### src/rtl/wishbone_bus_if.sv
// Bridges one SRAM-style core port (rom_* or ram_*) to a Wishbone B4
// classic master; holds the pipeline while a bus cycle is outstanding.
//
// Ports:
//   clk, rst (async, active-low)
//   stall_i, flush_i                      pipeline control from ctrl
//   cpu_ce_i/addr_i/data_i/we_i/sel_i     core request
//   cpu_data_o, stallreq_o                core response (combinational)
//   wb_adr_o/dat_o/we_o/sel_o/stb_o/cyc_o registered Wishbone master
//   wb_dat_i, wb_ack_i                    Wishbone slave response
module wishbone_bus_if #(
  parameter int ADDR_W = 32,
  parameter int DATA_W = 32
) (
  input  logic                clk,
  input  logic                rst,
  input  logic                stall_i,
  input  logic                flush_i,
  input  logic                cpu_ce_i,
  input  logic [ADDR_W-1:0]   cpu_addr_i,
  input  logic [DATA_W-1:0]   cpu_data_i,
  input  logic                cpu_we_i,
  input  logic [DATA_W/8-1:0] cpu_sel_i,
  output logic [DATA_W-1:0]   cpu_data_o,
  output logic                stallreq_o,
  output logic [ADDR_W-1:0]   wb_adr_o,
  output logic [DATA_W-1:0]   wb_dat_o,
  input  logic [DATA_W-1:0]   wb_dat_i,
  output logic                wb_we_o,
  output logic [DATA_W/8-1:0] wb_sel_o,
  output logic                wb_stb_o,
  output logic                wb_cyc_o,
  input  logic                wb_ack_i
);

  localparam int SEL_W = DATA_W / 8;

  typedef enum logic [1:0] {
    IDLE       = 2'd0,
    BUSY       = 2'd1,
    WAIT_STALL = 2'd2
  } state_t;

  state_t              r_state;
  logic [ADDR_W-1:0]   r_adr;
  logic [DATA_W-1:0]   r_dat;
  logic                r_we;
  logic [SEL_W-1:0]    r_sel;
  logic                r_cyc;
  logic [DATA_W-1:0]   r_rd_buf;

  logic                w_req;

  assign w_req    = cpu_ce_i && !flush_i;

  assign wb_adr_o = r_adr;
  assign wb_dat_o = r_dat;
  assign wb_we_o  = r_we;
  assign wb_sel_o = r_sel;
  // One register drives both: classic single cycles only
  assign wb_stb_o = r_cyc;
  assign wb_cyc_o = r_cyc;

  always_ff @(posedge clk or negedge rst) begin
    if (!rst) begin
      r_state  <= IDLE;
      r_adr    <= '0;
      r_dat    <= '0;
      r_we     <= 1'b0;
      r_sel    <= '0;
      r_cyc    <= 1'b0;
      r_rd_buf <= '0;
    end else begin
      unique case (r_state)
        IDLE: begin
          if (w_req) begin
            r_adr   <= cpu_addr_i;
            r_dat   <= cpu_data_i;
            r_we    <= cpu_we_i;
            r_sel   <= cpu_sel_i;
            r_cyc   <= 1'b1;
            r_state <= BUSY;
          end
        end
        BUSY: begin
          if (flush_i) begin
            r_adr    <= '0;
            r_dat    <= '0;
            r_we     <= 1'b0;
            r_sel    <= '0;
            r_cyc    <= 1'b0;
            r_rd_buf <= '0;
            r_state  <= IDLE;
          end else if (wb_ack_i) begin
            r_adr    <= '0;
            r_dat    <= '0;
            r_we     <= 1'b0;
            r_sel    <= '0;
            r_cyc    <= 1'b0;
            // a write leaves zero for the core to see while stalled
            r_rd_buf <= r_we ? '0 : wb_dat_i;
            r_state  <= stall_i ? WAIT_STALL : IDLE;
          end
        end
        WAIT_STALL: begin
          if (flush_i) begin
            r_rd_buf <= '0;
            r_state  <= IDLE;
          end else if (!stall_i) begin
            r_state  <= IDLE;
          end
        end
        default: r_state <= IDLE;
      endcase
    end
  end

  always_comb begin
    stallreq_o = 1'b0;
    cpu_data_o = '0;
    unique case (r_state)
      IDLE: begin
        stallreq_o = w_req;
      end
      BUSY: begin
        // flush wins over a same-cycle ack
        stallreq_o = !flush_i && !wb_ack_i;
        if (!flush_i && wb_ack_i && !r_we)
          cpu_data_o = wb_dat_i;
      end
      WAIT_STALL: begin
        cpu_data_o = r_rd_buf;
      end
      default: begin
        stallreq_o = 1'b0;
        cpu_data_o = '0;
      end
    endcase
  end

endmodule

### config.mk
export PLATFORM = sky130hd
export DESIGN_NAME = wishbone_bus_if
export DESIGN_NICKNAME = d
export VERILOG_FILES = /design/src/rtl/wishbone_bus_if.sv
export SDC_FILE = /design/constraint.sdc
export NUM_CORES = 1
export LEC_CHECK = 0
export CORE_AREA = 8 8 111 113
export DETAILED_ROUTE_END_ITERATION = 8
export DIE_AREA = 0 0 119 121
export GPL_TIMING_DRIVEN = 0
export HOLD_SLACK_MARGIN = 0.06
export PLACE_DENSITY = 0.85
export SKIP_LAST_GASP = 1
export SLEW_MARGIN = 20
export SYNTH_ARGS = -nofsm -noshare
export SYNTH_HDL_FRONTEND = slang
export SYNTH_SLANG_ARGS = --single-unit
### constraint.sdc
create_clock -name clk -period 2.6 [get_ports clk]
set_input_delay 0.39 -clock clk [delete_from_list [all_inputs] [get_ports clk]]
set_output_delay 0.39 -clock clk [all_outputs]
set_load 0.005 [all_outputs]
==> metrics.log <==
INFO  metric routabilityCongestion = 0.809
INFO  metric post_route_cells_drive_above_1_share = 0.113
INFO  metric pwr-share-seq = 0.379
INFO  metric drc_errors = 0
INFO  metric endpoint = cpu_data_o[17]
INFO  metric final-instance-count-excl-fill = 777
INFO  metric post_synth_num_cell_types = 31
INFO  metric areaGrowthSynthToFinish = 57.4%
INFO  metric synth_fp_nets = 511
INFO  metric timing_worst_setup_path_type = reg2out
INFO  metric cp_max_fo = 10
INFO  metric diodes = 0
INFO  metric io_pins = 211
INFO  metric die_area = 14400 um^2
INFO  metric fin_ws = 0.106 ns
INFO  metric power.share.switching = 0.336
INFO  metric grt_antenna_before_repair = 0
INFO  metric clk-insertion-delay-late = 0.37 ns
INFO  metric half_perimeter_wire_length_of_the_detailed_placement_result = 11500 um
INFO  metric wp_data_required = 2.21 ns
INFO  metric grt_pass1_vias = 4547
INFO  metric total_switching_power = 2.49 mW
INFO  metric floorplan.rows = 38
INFO  metric cts_max_level = 3
INFO  metric worst-r2r-setup-slack = 0.60 ns
INFO  metric run_status = finished, final reports clean
INFO  metric cp-start-kind = flip-flop
INFO  metric die_h = 121 um
INFO  metric totalNegativeSetupSlack = 0 ns
INFO  metric rr_startpoint = r_state[0]$_DFFE_PN0P_
INFO  metric slowest_delay = 0.44 ns
INFO  metric drtPass1Iterations = 4
INFO  metric initial_core_util = 0.440
INFO  metric maximum_buffer_depth_of_the_clock_tree = 2
INFO  metric root_buffer_cell = sky130_fd_sc_hd__clkbuf_8
INFO  metric area_occupied_by_multi_input_gates = 1760 um^2
INFO  metric design.core.area = 10600 um^2
INFO  metric grt-busiest-layer = met2
INFO  metric finalClockSkew = 0.00704 ns
INFO  metric avgRoutedWirePerCell = 19.6 um
INFO  metric vias = 4052
INFO  metric fin_hold_ws = 0.461 ns
INFO  metric critical_path_arrival = 2.10 ns
INFO  metric final_min_period_over_clock_period = 0.959
INFO  metric synthesis.area = 4670 um^2
INFO  metric max-cap-violations = 0
INFO  metric worst_setup_hold_path_clk_slew = 0.10 ns
INFO  metric grt_start_max_net_pins = 57
INFO  metric report.final.hold_viol_count = 0
INFO  metric grt_util_met1 = 0.231
INFO  metric r2r_end = r_rd_buf[21]$_DFFE_PN0P_
INFO  metric cts_made_buffers = 9
INFO  metric placement.io_buffers = 210
INFO  metric achievable-frequency = 401 MHz
INFO  metric worstSetupEndpointType = output pin
INFO  metric timing_max_transition_violations_final = 0
INFO  metric tritoncts = yes
INFO  metric ys.warnings.count = 0
INFO  metric post_dr_vias_cell = 5.21
INFO  metric cp_num_cells = 7
INFO  metric final-setup-viol-count = 0
INFO  metric wire_length_of_the_first_global_routing_pass = 24300 um
INFO  metric fillerInstances = 773
INFO  metric critical-path-top-delay-family = buffers and inverters
INFO  metric drt_total_wl = 15200 um
INFO  metric clock-sinks = 104
INFO  metric cell_internal_pwr = 4.93 mW
INFO  metric drt.antenna.violating_nets = 0
INFO  metric post_synth.cell_area_avg = 11.6 um^2
INFO  metric initialDrtViolationCount = 245
INFO  metric crit_start = r_state[0]$_DFFE_PN0P_
INFO  metric proportion_of_synthesized_chip_area_in_sequential_cells = 0.557
INFO  metric report.power.total = 7.43 mW
INFO  metric fp.dieW = 119 um
INFO  metric cpMaxStageDelayCell = sky130_fd_sc_hd__dfrtp_1
INFO  metric crit_path_cell_trace = inv_1, ha_1, buf_2, clkbuf_2, a22oi_1, nor2b_1, dlygate4sd2_1
INFO  metric globalRouteOverflowTotal = 0
INFO  metric worstHoldPathType = in2reg
INFO  metric power.ir.vdd_worst = 0.678 mV
INFO  metric number_of_cells_in_the_design_after_placement = 752
INFO  metric globalRouteMet3Util = 0.0679
INFO  metric synthesis.instances = 401
INFO  metric cellPowerDensity = 1010 nW/um^2
INFO  metric worst_r2r_path_depth = 7
INFO  metric layout.nets = 742
INFO  metric sequential_area = 2600 um^2
INFO  metric gr_met2_demand_resource = 0.371
INFO  metric worst_rel_slew_slack = 0.678
INFO  metric detailedPlace.worstSlack = -0.256 ns
INFO  metric timing.final.crit_period = 2.49 ns
INFO  metric leak_pwr = 3.39 nW
INFO  metric p_comb_frac = 0.461
INFO  metric worstPathBufferInverterCount = 4
INFO  metric postSynthRegisterBits = 104
INFO  metric clock_share_of_power = 0.159
INFO  metric worst-slew-pin-transition = 0.483 ns
INFO  metric globalRouteTotalUtil = 0.210
synthesized netlist by cell type:
cell type,n,area (um^2)
sky130_fd_sc_hd__buf_2,17,85.1
sky130_fd_sc_hd__inv_1,35,131
sky130_fd_sc_hd__or3_1,1,6.26
sky130_fd_sc_hd__o2bb2ai_2,1,15.0
sky130_fd_sc_hd__buf_6,4,45.0
sky130_fd_sc_hd__clkbuf_1,7,26.3
sky130_fd_sc_hd__o2bb2ai_1,1,8.76
sky130_fd_sc_hd__o2111ai_1,1,8.76
sky130_fd_sc_hd__nand2_1,34,128
sky130_fd_sc_hd__o21ai_1,1,5.00
sky130_fd_sc_hd__a21oi_1,1,5.00
sky130_fd_sc_hd__nand2b_1,1,6.26
sky130_fd_sc_hd__o21ai_0,1,5.00
sky130_fd_sc_hd__nor2_1,2,7.51
sky130_fd_sc_hd__nor2b_1,36,225
sky130_fd_sc_hd__a22oi_1,32,240
sky130_fd_sc_hd__and2_1,1,6.26
sky130_fd_sc_hd__nand3_1,1,5.00
sky130_fd_sc_hd__mux2i_1,32,320
sky130_fd_sc_hd__o22a_1,1,8.76
sky130_fd_sc_hd__buf_4,7,52.6
sky130_fd_sc_hd__dfrtp_1,104,2600
sky130_fd_sc_hd__o22ai_1,1,6.26
sky130_fd_sc_hd__nor3b_1,1,7.51
sky130_fd_sc_hd__or4_1,1,7.51
sky130_fd_sc_hd__nor4bb_1,1,10.0
sky130_fd_sc_hd__nor3_4,2,32.5
sky130_fd_sc_hd__a22o_1,69,604
sky130_fd_sc_hd__ha_1,3,37.5
sky130_fd_sc_hd__o311ai_1,1,8.76
sky130_fd_sc_hd__o21ba_1,1,10.0
logic make-up (layout without fill, tap and decap cells):
| kind of cell | count (synthesis) | count (layout) | share of synthesized area |
|---|---|---|---|
| AND/OR/NAND/NOR | 81 | 81 | 0.0946 |
| flip-flops | 104 | 104 | 0.557 |
| buffers and inverters | 70 | 306 | 0.0729 |
| multiplexers | 32 | 32 | 0.0686 |
| adder cells (fa/ha/maj) | 3 | 3 | 0.00804 |
| AO/OA/AOI/OAI | 111 | 111 | 0.198 |
state kept, by name (all words and copies together), names as in the netlist:
| signal | cells |
|---|---|
| r_rd_buf | 32 |
| wb_sel_o | 4 |
| r_state | 2 |
| wb_we_o | 1 |
| wb_dat_o | 32 |
| wb_adr_o | 32 |
| wb_cyc_o | 1 |
stage by stage:
stage	utilization	instance area (um^2)
floorplan	-	4670
global placement	0.655	6950
detailed placement	0.658	6970
CTS	0.689	7300
global route	0.693	7350
finish	0.693	7350
cell type report:
| type | instances | share of cell area |
|---|---|---|
| Buffer | 34 | 0.0330 |
| Clock inverter | 5 | 0.0117 |
| Sequential cell | 104 | 0.354 |
| Clock buffer | 11 | 0.0206 |
| Multi-Input combinational cell | 227 | 0.240 |
| Inverter | 35 | 0.0179 |
| Timing Repair Buffer | 221 | 0.299 |
| Tap cell | 140 | 0.0238 |
power groups by stage:
stage	clock network (mW)	logic [mW]	registers (mW)
2_1_floorplan	0	1.60	2.77
3_3_place_gp	0	3.26	2.78
3_5_place_dp	0	3.37	2.81
4_1_cts	1.21	3.44	2.80
5_1_grt	1.27	3.70	2.90
6_report	1.18	3.43	2.82
worst reg2reg max path: stages (launching register included):
cell and delay, ns:
sky130_fd_sc_hd__dfrtp_1 0.43, sky130_fd_sc_hd__inv_1 0.11, sky130_fd_sc_hd__ha_1 0.20, sky130_fd_sc_hd__buf_2 0.19, sky130_fd_sc_hd__nor3_4 0.30, sky130_fd_sc_hd__clkbuf_1 0.43
sky130_fd_sc_hd__nand2_1 0.12, sky130_fd_sc_hd__mux2i_1 0.15
routing by layer:
metal / vias up / wire length, um / part of all wire
met5: - / 0 / 0
met4: 0 / 418 / 0.027
met3: 29 / 948 / 0.062
met2: 131 / 7870 / 0.52
met1: 2019 / 5980 / 0.39
li1: 1873 / - / -
worst min-delay path by stage:
stage	startpoint	to	slack [ns]	cells after the start
after floorplan	rst	r_rd_buf[0]$_DFFE_PN0P_	0.09	0
after global placement	wb_dat_o[19]$_DFFE_PN0P_	wb_dat_o[19]$_DFFE_PN0P_	0.48	1
after detailed placement	rst	wb_dat_o[10]$_DFFE_PN0P_	0.36	1
after CTS	rst	wb_dat_o[10]$_DFFE_PN0P_	0.51	2
after global routing	wb_ack_i	r_state[1]$_DFFE_PN0P_	0.46	3
final	wb_ack_i	r_state[1]$_DFFE_PN0P_	0.46	3
placed cells by master (no fill, tap or decap), types with 17 or more instances in the layout:
cell type / netlist / routed
sky130_fd_sc_hd__inv_1: 35 / 34
sky130_fd_sc_hd__dlygate4sd2_1: 0 / 24
sky130_fd_sc_hd__nor2b_1: 36 / 35
sky130_fd_sc_hd__clkdlybuf4s50_1: 0 / 175
sky130_fd_sc_hd__a22oi_1: 32 / 31
sky130_fd_sc_hd__dfrtp_1: 104 / 104
sky130_fd_sc_hd__a22o_1: 69 / 69
sky130_fd_sc_hd__mux2i_1: 32 / 32
sky130_fd_sc_hd__buf_2: 17 / 17
sky130_fd_sc_hd__nand2_1: 34 / 34
timing repair:
item | in CTS | in global routing
endpoints found under the hold margin | 48 | 0
hold buffers | 1 | 0
pin swaps | 0 | 1
buffers inserted | 5 | 3
endpoints found under the setup margin | 32 | 32
gates resized for setup | 52 | 25
gates cloned | 2 | 0
(Power assumes the default switching activity.)
